### config.mk
export PLATFORM = sky130hd
export DESIGN_NAME = ram_frame_reader
export DESIGN_NICKNAME = d
export VERILOG_FILES = /design/src/rtl/ram_frame_reader.sv
export SDC_FILE = /design/constraint.sdc
export NUM_CORES = 1
export LEC_CHECK = 0
export CORE_MARGIN = 4
export CORE_UTILIZATION = 55
export DETAILED_ROUTE_END_ITERATION = 7
export PLACE_DENSITY = 0.86
export SKIP_LAST_GASP = 1
export SLEW_MARGIN = 20
export SYNTH_ARGS = -nofsm -noshare
export SYNTH_HDL_FRONTEND = slang
export SYNTH_SLANG_ARGS = --single-unit
### constraint.sdc
create_clock -name clk -period 4.2 [get_ports clk]
set_input_delay 0.84 -clock clk [delete_from_list [all_inputs] [get_ports clk]]
set_output_delay 0.84 -clock clk [all_outputs]
set_load 0.02 [all_outputs]
### src/rtl/ram_frame_reader.sv
// ram_frame_reader: scans the 1-bit-per-pixel frame RAM from BASE_ADDR
// for NUM_PIXELS pixels and streams them out as MSB-first packed bytes.
//
// Ports:
//   clk, rst_n        clock, asynchronous active-low reset
//   start, abort      begin a scan (IDLE only) / cancel a scan
//   address, wboolean RAM address and write enable (always 0)
//   rdata             RAM read data, bit 0 is the pixel
//   m_data, m_valid,
//   m_ready           packed byte stream toward the display path
//   busy, done        scan in progress / one-cycle end-of-scan pulse
//   byte_count        bytes accepted in the current or last scan
module ram_frame_reader #(
    parameter int unsigned BASE_ADDR  = 0,
    parameter int unsigned NUM_PIXELS = 57600
) (
    input  logic        clk,
    input  logic        rst_n,
    input  logic        start,
    input  logic        abort,
    output logic [31:0] address,
    output logic        wboolean,
    input  logic [31:0] rdata,
    output logic [7:0]  m_data,
    output logic        m_valid,
    input  logic        m_ready,
    output logic        busy,
    output logic        done,
    output logic [15:0] byte_count
);

    typedef enum logic [1:0] {
        IDLE,
        FETCH,
        SEND,
        DONE
    } state_t;

    localparam logic [31:0] BASE     = 32'(BASE_ADDR);
    localparam logic [16:0] NPIX     = 17'(NUM_PIXELS);
    localparam logic [16:0] LAST_PIX = 17'(NUM_PIXELS - 1);

    state_t      state_q;
    logic [31:0] addr_q;
    logic [16:0] pix_cnt_q;
    logic [2:0]  bit_idx_q;
    logic [7:0]  shreg_q;
    logic [7:0]  m_data_q;
    logic        m_valid_q;
    logic        done_q;
    logic [15:0] byte_cnt_q;

    logic [7:0]  shreg_d;
    logic        last_pix;
    logic        unused_rdata;

    assign shreg_d      = {shreg_q[6:0], rdata[0]};
    assign last_pix     = (pix_cnt_q == LAST_PIX);
    assign unused_rdata = ^rdata[31:1];

    always_ff @(posedge clk or negedge rst_n) begin
        if (!rst_n) begin
            state_q    <= IDLE;
            addr_q     <= 32'd0;
            pix_cnt_q  <= 17'd0;
            bit_idx_q  <= 3'd0;
            shreg_q    <= 8'd0;
            m_data_q   <= 8'd0;
            m_valid_q  <= 1'b0;
            done_q     <= 1'b0;
            byte_cnt_q <= 16'd0;
        end else if (abort && state_q != IDLE) begin
            // Abort beats a same-edge accept: the byte is dropped uncounted.
            state_q   <= IDLE;
            m_valid_q <= 1'b0;
            done_q    <= 1'b0;
        end else begin
            unique case (state_q)
                IDLE: begin
                    if (start && !abort) begin
                        addr_q     <= BASE;
                        pix_cnt_q  <= 17'd0;
                        bit_idx_q  <= 3'd0;
                        byte_cnt_q <= 16'd0;
                        state_q    <= FETCH;
                    end
                end
                FETCH: begin
                    shreg_q   <= shreg_d;
                    pix_cnt_q <= pix_cnt_q + 17'd1;
                    if (!last_pix) begin
                        addr_q <= addr_q + 32'd1;
                    end
                    if (bit_idx_q == 3'd7 || last_pix) begin
                        // Left-align a short final byte; stale bits fall off the top.
                        m_data_q  <= shreg_d << (3'd7 - bit_idx_q);
                        m_valid_q <= 1'b1;
                        bit_idx_q <= 3'd0;
                        state_q   <= SEND;
                    end else begin
                        bit_idx_q <= bit_idx_q + 3'd1;
                    end
                end
                SEND: begin
                    if (m_ready) begin
                        m_valid_q  <= 1'b0;
                        byte_cnt_q <= byte_cnt_q + 16'd1;
                        state_q    <= (pix_cnt_q == NPIX) ? DONE : FETCH;
                    end
                end
                DONE: begin
                    // First DONE cycle raises done; second returns to IDLE.
                    done_q <= !done_q;
                    if (done_q) begin
                        state_q <= IDLE;
                    end
                end
                default: state_q <= IDLE;
            endcase
        end
    end

    assign address    = addr_q;
    assign wboolean   = 1'b0;
    assign m_data     = m_data_q;
    assign m_valid    = m_valid_q;
    assign busy       = (state_q != IDLE);
    assign done       = done_q;
    assign byte_count = byte_cnt_q;

endmodule

# Word level (Yosys, flattened, before mapping)
# Cells that the tools add are included.
# classes
div_mod_pow	0
n_mul	0
magnitude_cmp	0
muxes	24
n_bitwise	1
add_sub_neg	5
n_reduce_logical	18
shift	1
n_eq_ne	13
# op_table
op	count
32-bit two-way mux	2
32-bit case mux with 2 select lines	1
17-bit by 16-bit equality test with 1-bit output (second input constant)	2
17-bit case mux with 2 select lines	1
32-bit by 1-bit adder with 32-bit output (second input constant)	1
16-bit two-way mux	2
16-bit case mux with 2 select lines	1
17-bit by 1-bit adder with 17-bit output (second input constant)	1
17-bit two-way mux	1
16-bit by 1-bit adder with 16-bit output (second input constant)	1
2-bit two-way mux	6
3-bit inequality test (second input constant)	4
4-bit AND reduction	3
3-bit AND reduction	3
2-bit case mux with 4 select lines	1
2-bit nonzero test	4
8-bit by 3-bit << shifter with 8-bit output	1
3-bit two-way mux	2
2-bit inequality test (second input constant)	3
3-bit case mux with 2 select lines	1
1-bit two-way mux	5
2-bit equality test (second input constant)	2
3-bit by 1-bit adder with 3-bit output (second input constant)	1
3-bit equality test (second input constant)	1
10 further kinds	12
# totals
rom_bits	0
latchBits	0
mem_bits_rw	0
memories	0
inputBits	37
ff_bits	87

# Logic depth before layout (Yosys ltp)
# Gate-level depths: netlist of run 1.
# logic_depth
word_depth	5
ltp_mapped	8

# Least setup slack after synthesis of run 1
# OpenSTA, ideal clock, no wires.
# synth_timing
path_type	input -> register
from	in abort
to	reg addr_q[10], in the netlist address[10]
arrival_time_ns	2.277
required_time_ns	4.134
slack_ns	1.857
path_stages	5
path_cell_list	or2_1 nor4_4 nand2_1 or4_1 nand2_1
# synth_between
elab_chain_len	4
# synth_lines
element	line	text
from (decl)	20	input logic abort,
1-bit zero test	80	if (start && !abort) begin
1-bit logical AND	80	
2-bit inequality test (no source line)	n/a	
4-bit AND reduction (no source line) *	n/a	
to (signal assigned)	92	addr_q <= addr_q + 32'd1;
to (decl)	44	logic [31:0] addr_q;
# Mark *: on every way between the ends. The rest lies on a longest branch, timed or not.
# A chain may end at the register's enable or synchronous reset.

# Worst setup path after layout of run 1
# layout_timing
from	in abort
to	reg addr_q[23], in the netlist address[23]
# Same word-level chain as after synthesis.

==> impl_metrics.py, run 1 <==
metrics = {
    "status": {
        "outcome": "complete, no violations",
    },
    "run": {
        "maxCapViolations": 0,
    },
    "finish": {
        "nNetsFinal": 567,
        "area_growth_syn_to_layout_pct": 20.3,
        "antennaDiodeCount": 0,
        "seq_area_um2": 2180,
        "multi_input_area_um2": 2200,
        "fillers": 628,
        "layoutNonFillerInstCount": 631,
        "utilization_pct": 69.1,
        "drive_above_1_share_pct": 8.51,
        "design_area_um2": 5420,
        "final_common_cell": "dfrtp_1",
        "layout_common_cells": "dfrtp_1, nor2_1, clkdlybuf4s50_1, nand2_1, xor2_1",
    },
    "clock_tree": {
        "clk_latency_ps": 360,
        "cts_tree": "built",
        "clk_path_buf_depth": 2,
        "postCtsHoldBufs": 0,
        "path_clk_slew_ps": 90,
        "cts_buffers": 9,
        "htree_levels": 3,
        "ctsResizeCount": 0,
        "clock-sinks": 87,
        "cts_setup_buffers": 0,
        "root_buffer": "clkbuf_8",
    },
    "placed_design": {
        "place_congestion": 0.827,
        "preCtsSetupSlack_ps": 888,
        "io_buffers": 64,
        "detailed_place_hpwl_um": 7000,
        "post_dp_cell_area_um2": 5220,
        "dp.cells": 615,
    },
    "synthesis": {
        "ys_warn_count": 0,
        "synthesis.nets": 506,
        "avgSynthCellArea_um2": 9.73,
        "ys_types": 50,
        "synthCells": 463,
        "syn_area_um2": 4500,
        "yosys_register_bits": 87,
        "seq_area_frac_synth_pct": 48.3,
    },
    "power_and_ir_drop": {
        "totalPowerFinal_mw": 1.93,
        "p_leak_nw": 2.29,
        "peakVddDrop_v": 0.000339,
        "power.density_nw_per_um2": 356,
    },
    "global_routing": {
        "grt-ovfl-total": 0,
        "grt_pass1_vias": 3736,
        "grtUsageTotal_pct": 21.4,
        "grt_max_degree": 88,
        "grt_pass1_wl_um": 17200,
        "antenna_found_initial": 0,
    },
    "setup_path": {
        "critical_path_class": "in -> reg",
        "critPathArrivalTime_ps": 3230,
        "critical_path_required_ps": 4490,
        "startpoint_type": "primary input",
        "cp_max_fo": 12,
        "critPathCaptureType": "register",
    },
    "route": {
        "vias": 3737,
        "drtIter0Drc": 191,
        "avgRoutedWirePerCell_um": 16.0,
        "via_per_inst": 5.92,
        "drc": 0,
        "finalWirelength_um": 10100,
        "drt-pass1-iter-count": 5,
        "postRouteAntennaNets": 0,
    },
    "floorplanning": {
        "io_pins": 97,
        "dieArea_um2": 9700,
        "dieWidth_um": 98.5,
        "start_util_pct": 57.4,
        "design.core.area_um2": 7850,
        "die_h_um": 98.5,
        "num_rows": 32,
    },
    "timing": {
        "hold_viol_final": 0,
        "relSlewSlack_pct": 38.8,
        "period_share_pct": 70.1,
        "tns_ps": 0,
        "timing.fmax_mhz": 340,
        "worst_pin_slew_ps": 912,
        "setup_viol": 0,
        "whs_ps": 487,
        "finalMaxSlewViolations": 0,
        "skew_ps": 11.8,
        "setup_slack_ps": 1260,
        "finalCriticalPeriod_ps": 2940,
        "grt_setup_unrepaired": "false",
    },
    "min_path": {
        "hp-class": "in -> async",
    },
}
where the power goes:
group / leakage [nW] / internal [mW] / switching (mW)
clock: 0.0968 / 0.294 / 0.304
sequential: 1.20 / 0.898 / 0.104
combinational: 0.990 / 0.166 / 0.164
state kept, by name, indices dropped and copies added (netlist names):
register    flops
address        32
bit_idx_q       3
byte_count     16
done            1
m_data          8
m_valid         1
pix_cnt_q      17
shreg_q         7
state_q         2
worst max-delay path, cell delays in order:
cell,delay [ps]
clkdlybuf4s50_1,600
or2_1,390
nor2_1,330
nand4_2,320
or4_1,590
a21oi_1,160
routing by layer:
metal | part of all wire, % | vias to the layer above | track usage [%]
met3 | 4.9 | 13 | 4.32
met1 | 43 | 1848 | 27.0
met4 | 1.2 | 0 | 7.14
li1 | - | 1770 | -
met2 | 51 | 106 | 36.9
met5 | 0 | - | 0
cell families (layout without fill, tap and decap cells):
family | Yosys count | count (layout) | synth area share, %
AO/OA/AOI/OAI | 53 | 53 | 7.14
XOR/XNOR | 46 | 46 | 8.94
adder cells (fa/ha/maj) | 6 | 6 | 1.67
buffers and inverters | 29 | 95 | 2.97
flip-flops | 87 | 87 | 48.3
multiplexers | 18 | 18 | 5.39
other | 1 | 1 | 0.0833
AND/OR/NAND/NOR | 223 | 223 | 25.5
cell usage after synthesis, drive strengths merged:
library cell  number  area, um2
conb               1       3.75
dfrtp             87       2180
ha                 6       75.1
mux2i              4       40.0
nor2b              1       6.26
or4                9       71.3
xor2              38        333
o31a               1       8.76
a21o               1       7.51
a32oi              1       8.76
nor3               8       40.0
inv               10       37.5
nand4b             2       17.5
o21ai             21        105
nor2              63        236
nor4              10       90.1
clkbuf             8       30.0
or3                6       37.5
nor3b              2       15.0
o211ai             1       7.51
a21oi             15       82.6
nand3b             1       7.51
buf               11       66.3
a22o               2       17.5
or2                3       18.8
nand4             29        188
a22oi              2       15.0
and3               6       37.5
o31ai              7       52.6
nand3             31        160
nand2             46        173
nor4bb             1       10.0
nand2b             2       12.5
xnor2              8       70.1
and4               3       26.3
mux2              10        113
o21a               1       7.51
o41ai              1       8.76
mux4               4       90.1
path summary, 6_finish.rpt:
kind,startpoint,endpoint,slack [ps],cells after the start
worst min-delay path,rst_n,address[13],490,1
worst min register to register,m_data[2],m_data[2],490,2
worst max-delay path,abort,address[23],1260,6
max in group asynchronous,rst_n,byte_count[14],3120,1
worst max register to register,pix_cnt_q[0],address[23],1580,6
min in group clk,m_data[2],m_data[2],490,2
layout make-up:
class	instances	share of cell area (%)
Sequential cell	87	40.2
Multi-Input combinational cell	347	40.6
Timing Repair Buffer	69	12.5
Clock inverter	4	1.02
Tap cell	102	2.35
Inverter	10	0.693
Clock buffer	12	2.68
(Power assumes the default switching activity.)
==> run 2: changes to the inputs <==
--- a/config.mk
+++ b/config.mk
@@ -6,9 +6,9 @@
 export NUM_CORES = 1
 export LEC_CHECK = 0
 export CORE_MARGIN = 4
-export CORE_UTILIZATION = 55
+export CORE_UTILIZATION = 46
 export DETAILED_ROUTE_END_ITERATION = 7
-export PLACE_DENSITY = 0.86
+export PLACE_DENSITY = 0.76
 export SKIP_LAST_GASP = 1
 export SLEW_MARGIN = 20
 export SYNTH_ARGS = -nofsm -noshare
==> constraint.sdc (replaced) <==
create_clock -name clk -period 2.5 [get_ports clk]
set_input_delay 0.5 -clock clk [delete_from_list [all_inputs] [get_ports clk]]
set_output_delay 0.5 -clock clk [all_outputs]
set_load 0.02 [all_outputs]
==> run 2 against run 1 <==
Against the previous run: global-route usage fell by 3.1 points; total power is 65% higher; clock power rose by 55%; non-clock buffer count grew 23; wire length is 0.30% lower; sequential cell count unchanged; final area increased by 4.0%; clock skew increased by 6.8 ps; worst hold slack got worse by 360 ps; via count increased by 0.24%; die area rose by 18%; combinational power increased by 75%; critical path type is now reg -> out.
==> impl_metrics.py, run 2 (synthesis gave the netlist of run 1 again) <==
metrics = {
    "status": {
        "outcome": "complete, no violations",
    },
    "power_and_ir_drop": {
        "peakVddDrop_v": 0.000459,
        "seq_power_share_pct": 52.7,
        "switching_power_uw": 952,
        "combPwrFrac_pct": 18.1,
        "power.density_nw_per_um2": 564,
        "p_sw_share_pct": 29.9,
        "p_leak_nw": 2.40,
        "clkPwrFrac_pct": 29.2,
        "totalPowerFinal_mw": 3.18,
        "internal_power_mw": 2.23,
    },
    "floorplanning": {
        "start_util_pct": 48.1,
        "die_h_um": 107,
        "dieArea_um2": 11400,
        "design.core.area_um2": 9370,
        "num_rows": 35,
        "io_pins": 97,
        "dieWidth_um": 107,
    },
    "route": {
        "drt-pass1-iter-count": 4,
        "postRouteAntennaNets": 0,
        "finalWirelength_um": 10100,
        "avgRoutedWirePerCell_um": 14.8,
        "drc": 0,
        "drtIter0Drc": 191,
        "vias": 3746,
        "via_per_inst": 5.50,
    },
    "clock_tree": {
        "clk_latency_ps": 350,
        "path_clk_slew_ps": 100,
        "cts_setup_buffers": 0,
        "root_buffer": "clkbuf_8",
        "postCtsHoldBufs": 0,
        "clock-sinks": 87,
        "htree_levels": 3,
        "cts_tree": "built",
        "clk_path_buf_depth": 2,
        "cts_buffers": 9,
        "ctsResizeCount": 0,
    },
    "placed_design": {
        "dp.cells": 665,
        "preCtsSetupSlack_ps": -39.5,
        "detailed_place_hpwl_um": 7390,
        "io_buffers": 64,
        "place_congestion": 0.830,
    },
    "global_routing": {
        "grt_max_degree": 43,
        "grt-ovfl-total": 0,
        "grt_pass1_wl_um": 17100,
        "grtUsageTotal_pct": 18.3,
        "antenna_found_initial": 0,
        "grt_pass1_vias": 3644,
    },
    "timing": {
        "whs_ps": 129,
        "worst_pin_slew_ps": 563,
        "relSlewSlack_pct": 62.1,
        "hold_viol_final": 0,
        "period_share_pct": 95.6,
        "finalMaxSlewViolations": 0,
        "timing.fmax_mhz": 418,
        "grt_setup_unrepaired": "false",
        "finalCriticalPeriod_ps": 2390,
        "setup_slack_ps": 109,
        "setup_viol": 0,
        "skew_ps": 18.6,
    },
    "min_path": {
        "hp-class": "in -> async",
    },
    "finish": {
        "largest_register_ffs": 32,
        "drive_above_1_share_pct": 12.7,
        "nNetsFinal": 590,
        "area_growth_syn_to_layout_pct": 25.2,
        "final_common_cell": "dfrtp_1",
        "antennaDiodeCount": 0,
        "layoutNonFillerInstCount": 681,
        "layout_common_cells": "dfrtp_1, nor2_1, clkdlybuf4s50_1, nand2_1, xor2_1",
        "utilization_pct": 60.2,
    },
    "setup_path": {
        "startpoint": "state_q[1]",
        "critical_path_required_ps": 2000,
        "critPathArrivalTime_ps": 1890,
        "r2r_cells": 7,
        "r2r_setup_slack_ps": 160,
        "critical_path_class": "reg -> out",
        "cp_max_fo": 13,
        "reg2reg_from": "pix_cnt_q[11]",
        "timing.rr.end": "address[6]",
        "cp-endpoint": "busy",
        "critPathCaptureType": "output pin",
        "startpoint_type": "register",
    },
    "run": {
        "maxCapViolations": 0,
    },
}
-- run 2: cell types whose count changed in the layout (fill, tap and decap cells not counted), sizes merged --
cell / change
buf: +23
clkinvlp: +2
bufinv: -1
clkbuf: -1
clkinv: -1
inv: +1
-- run 2: area by class of cell --
cell class                 count  area, um2
timing repair buffer          92        873
clock buffer                  11        151
multi-input combinational    347       2200
inverter                      10       37.5
tap                          129        161
fill                         817       3730
clock inverter                 5       40.0
sequential                    87       2180
-- run 2: per-stage QoR --
step,cell area [um2],TNS (ps)
finish,5640,0
global route,5640,0
CTS,5640,0
detailed placement,5450,-75.1
global placement,5450,-32.8
floorplan,4500,0
-- run 2: power groups by stage --
stage          Sequential, mW  Combinational [mW]  Clock, mW
3_5_place_dp             1.70               0.579          0
4_1_cts                  1.67               0.585      0.951
5_1_grt                  1.70               0.640       1.03
6_report                 1.68               0.577      0.928
2_1_floorplan            1.64               0.422          0
3_3_place_gp             1.69               0.563          0
-- run 2: worst min path at each step --
stage	start	end	slack (ps)	cells after the start
6_report	rst_n	address[15]	130	1
5_1_grt	rst_n	address[15]	160	1
4_1_cts	rst_n	address[13]	130	1
3_5_place_dp	m_data[5]	m_data[5]	480	2
3_3_place_gp	m_data[5]	m_data[5]	470	2
2_1_floorplan	rst_n	address[0]	200	0
-- run 2: per-layer routing --
metal  share of wire (%)  vias up  track usage [%]
li1                    -     1816                -
met1                  44     1855             23.6
met2                  51       67             31.3
met3                 3.6        8             3.13
met4                0.92        0             6.12
met5                   0        -                0
-- run 2: critical path, stage by stage (launching register included) --
cell and delay [ps]:
dfrtp_1 600, nor2_1 140, inv_1 170, clkdlybuf4s50_1 640
==> run 3: changes to the inputs <==
--- a/config.mk
+++ b/config.mk
@@ -5,10 +5,11 @@
 export SDC_FILE = /design/constraint.sdc
 export NUM_CORES = 1
 export LEC_CHECK = 0
+export ABC_AREA = 1
 export CORE_MARGIN = 4
-export CORE_UTILIZATION = 46
+export CORE_UTILIZATION = 48
 export DETAILED_ROUTE_END_ITERATION = 7
-export PLACE_DENSITY = 0.76
+export PLACE_DENSITY = 0.77
 export SKIP_LAST_GASP = 1
 export SLEW_MARGIN = 20
 export SYNTH_ARGS = -nofsm -noshare
==> run 3 against run 2 <==
Against the previous run: register-to-register slack improved by 480 ps; sequential power increased by 9.5%; synthesized cell count up 70%; clock power up 43%; clock-buffer cell count unchanged; die area grew 16%; total power rose by 52%.
==> impl_metrics.py, run 3 <==
metrics = {
    "synthesis": {
        "yosys.area.top_type": "dfrtp_1",
        "synth_area_leaders": "dfrtp_1, nand2_1, nor2_1",
        "netlist.area_leader.share_pct": 39.6,
        "synth_common_cells": "nand2_1, nor2_1, dfrtp_1, inv_1, nand3_1",
        "yosys_register_bits": 87,
        "synth-adder-area-share_pct": 1.37,
        "avgSynthCellArea_um2": 6.98,
        "muxShareOfSynthArea_pct": 0.182,
        "synth_edf_count": 0,
        "seq_area_frac_synth_pct": 39.6,
        "synth_top_family_by_area": "simple AND/OR/NAND/NOR gates",
        "syn_area_um2": 5490,
        "synthCells": 787,
        "synth-main-ff-cell": "dfrtp_1",
        "ys_types": 37,
        "synth-xor-area-share_pct": 1.12,
        "ys_warn_count": 0,
        "synth-compound-area-share_pct": 6.85,
        "synth_most_common_cell": "nand2_1",
        "yosys.area_share.simple_pct": 42.4,
        "synthesis.nets": 830,
        "synthArstFlopShare_pct": 100,
    },
    "route": {
        "wl_met3_um": 610,
        "avgRoutedWirePerCell_um": 13.3,
        "wl_met1_um": 6080,
        "met2_length_um": 6230,
        "vias": 5288,
        "drc": 0,
        "top_layer_used": "met4",
        "drt-pass1-iter-count": 5,
        "via_per_inst": 5.31,
        "finalWirelength_um": 13300,
        "drtIter0Drc": 366,
        "postRouteAntennaNets": 0,
    },
    "setup_path": {
        "slowest_stage": "clkdlybuf4s50_1",
        "critPathCaptureType": "output pin",
        "slowest_delay_ps": 600,
        "reg2reg_from": "pix_cnt_q[0]",
        "cp_cell_sequence": "nor2_4 > inv_1 > clkdlybuf4s50_1",
        "r2r_setup_slack_ps": 640,
        "startpoint": "state_q[1]",
        "critical_path_class": "reg -> out",
        "cp-endpoint": "busy",
        "critPathArrivalTime_ps": 1650,
        "r2r_cells": 9,
        "critical_path_required_ps": 2000,
        "timing.rr.end": "address[13]",
        "cp_max_fo": 9,
        "startpoint_type": "register",
    },
    "finish": {
        "fillers": 1049,
        "nNetsFinal": 893,
        "final_common_cell": "nand2_1",
        "layout_common_cells": "nand2_1, nor2_1, dfrtp_1, inv_1",
        "antennaDiodeCount": 0,
        "largest_register_ffs": 32,
        "area_growth_syn_to_layout_pct": 18.4,
        "drive_above_1_share_pct": 8.42,
    },
    "floorplanning": {
        "dieWidth_um": 115,
        "die_h_um": 115,
        "io_pins": 97,
        "num_rows": 38,
        "start_util_pct": 49.8,
        "design.core.area_um2": 11000,
        "dieArea_um2": 13200,
    },
    "timing": {
        "period_share_pct": 86.2,
        "finalCriticalPeriod_ps": 2150,
        "tns_ps": 0,
        "grt_setup_unrepaired": "false",
        "worst_pin_slew_ps": 797,
        "hold_viol_final": 0,
        "relSlewSlack_pct": 46.8,
        "skew_ps": 7.56,
        "setup_viol": 0,
        "finalMaxSlewViolations": 0,
        "timing.fmax_mhz": 464,
    },
    "clock_tree": {
        "ctsResizeCount": 0,
        "cts_buffers": 9,
        "clk_path_buf_depth": 2,
        "path_clk_slew_ps": 60,
        "clock-sinks": 87,
        "postCtsHoldBufs": 0,
        "root_buffer": "clkbuf_16",
        "cts_setup_buffers": 0,
        "htree_levels": 3,
        "cts_tree": "built",
        "clk_latency_ps": 340,
    },
    "global_routing": {
        "grt_pass1_vias": 4995,
        "antenna_found_initial": 0,
        "grt_pass1_wl_um": 23000,
        "grt_max_degree": 61,
        "grt-ovfl-total": 0,
        "grtUsageTotal_pct": 21.2,
    },
    "placed_design": {
        "place_congestion": 0.889,
        "detailed_place_hpwl_um": 9700,
        "io_buffers": 64,
    },
    "run": {
        "maxCapViolations": 0,
    },
    "status": {
        "outcome": "complete, no violations",
    },
    "power_and_ir_drop": {
        "peakVddDrop_v": 0.000517,
        "totalPowerFinal_mw": 4.84,
        "power.density_nw_per_um2": 744,
        "p_leak_nw": 2.95,
    },
    "min_path": {
        "hp-class": "in -> async",
    },
}
[run 3: cell type report]
class | count | area, um2 | share of cell area [%]
clock inverter | 5 | 58.8 | 0.904
sequential | 87 | 2180 | 33.5
multi-input combinational | 606 | 2860 | 43.9
inverter | 71 | 270 | 4.16
tap | 140 | 175 | 2.69
clock buffer | 11 | 233 | 3.58
timing repair buffer | 75 | 733 | 11.3
[run 3: per-stage QoR]
stage	hold WS [ps]	cell area, um2	util (%)	setup slack, ps	std cells
after floorplan	204	5490	-	844	787
after CTS	267	6500	59.0	329	995
after global routing	295	6500	59.0	261	995
after detailed placement	468	6210	56.3	226	979
after global placement	469	6210	56.3	264	979
final	238	6500	59.0	345	995
[run 3: per-layer routing]
metal	GRT usage, %	vias up
met5	0	-
met2	35.2	128
met3	3.84	29
li1	-	2672
met4	7.67	0
met1	27.7	2459
[run 3: logic make-up after synthesis]
group | after synthesis
buffers and inverters | 94
AOI/OAI and AO/OA | 66
xor gates and xnor gates | 7
other | 1
muxes | 1
adders and majority gates | 6
DFF | 87
and+or+nand+nor | 525
[run 3: worst max-delay path, delay by kind of cell (launching register included)]
family / cells / cell delay [ps]
flip-flops: 1 / 560
AND/OR/NAND/NOR: 1 / 80
buffers and inverters: 2 / 680
[run 3: worst min path at each step]
stage	start	endpoint	slack [ps]	cells after the start
after floorplan	rst_n	address[0]	200	0
after global placement	m_data[5]	m_data[5]	470	2
after detailed placement	m_data[5]	m_data[5]	470	2
after CTS	rst_n	address[5]	270	1
after global routing	rst_n	address[2]	300	1
final	rst_n	address[14]	240	1
[run 3: power by group]
part	leakage (nW)	switching, mW	internal (mW)
combinational	1.62	1.10	0.563
clock	0.136	0.558	0.775
sequential	1.19	0.247	1.60
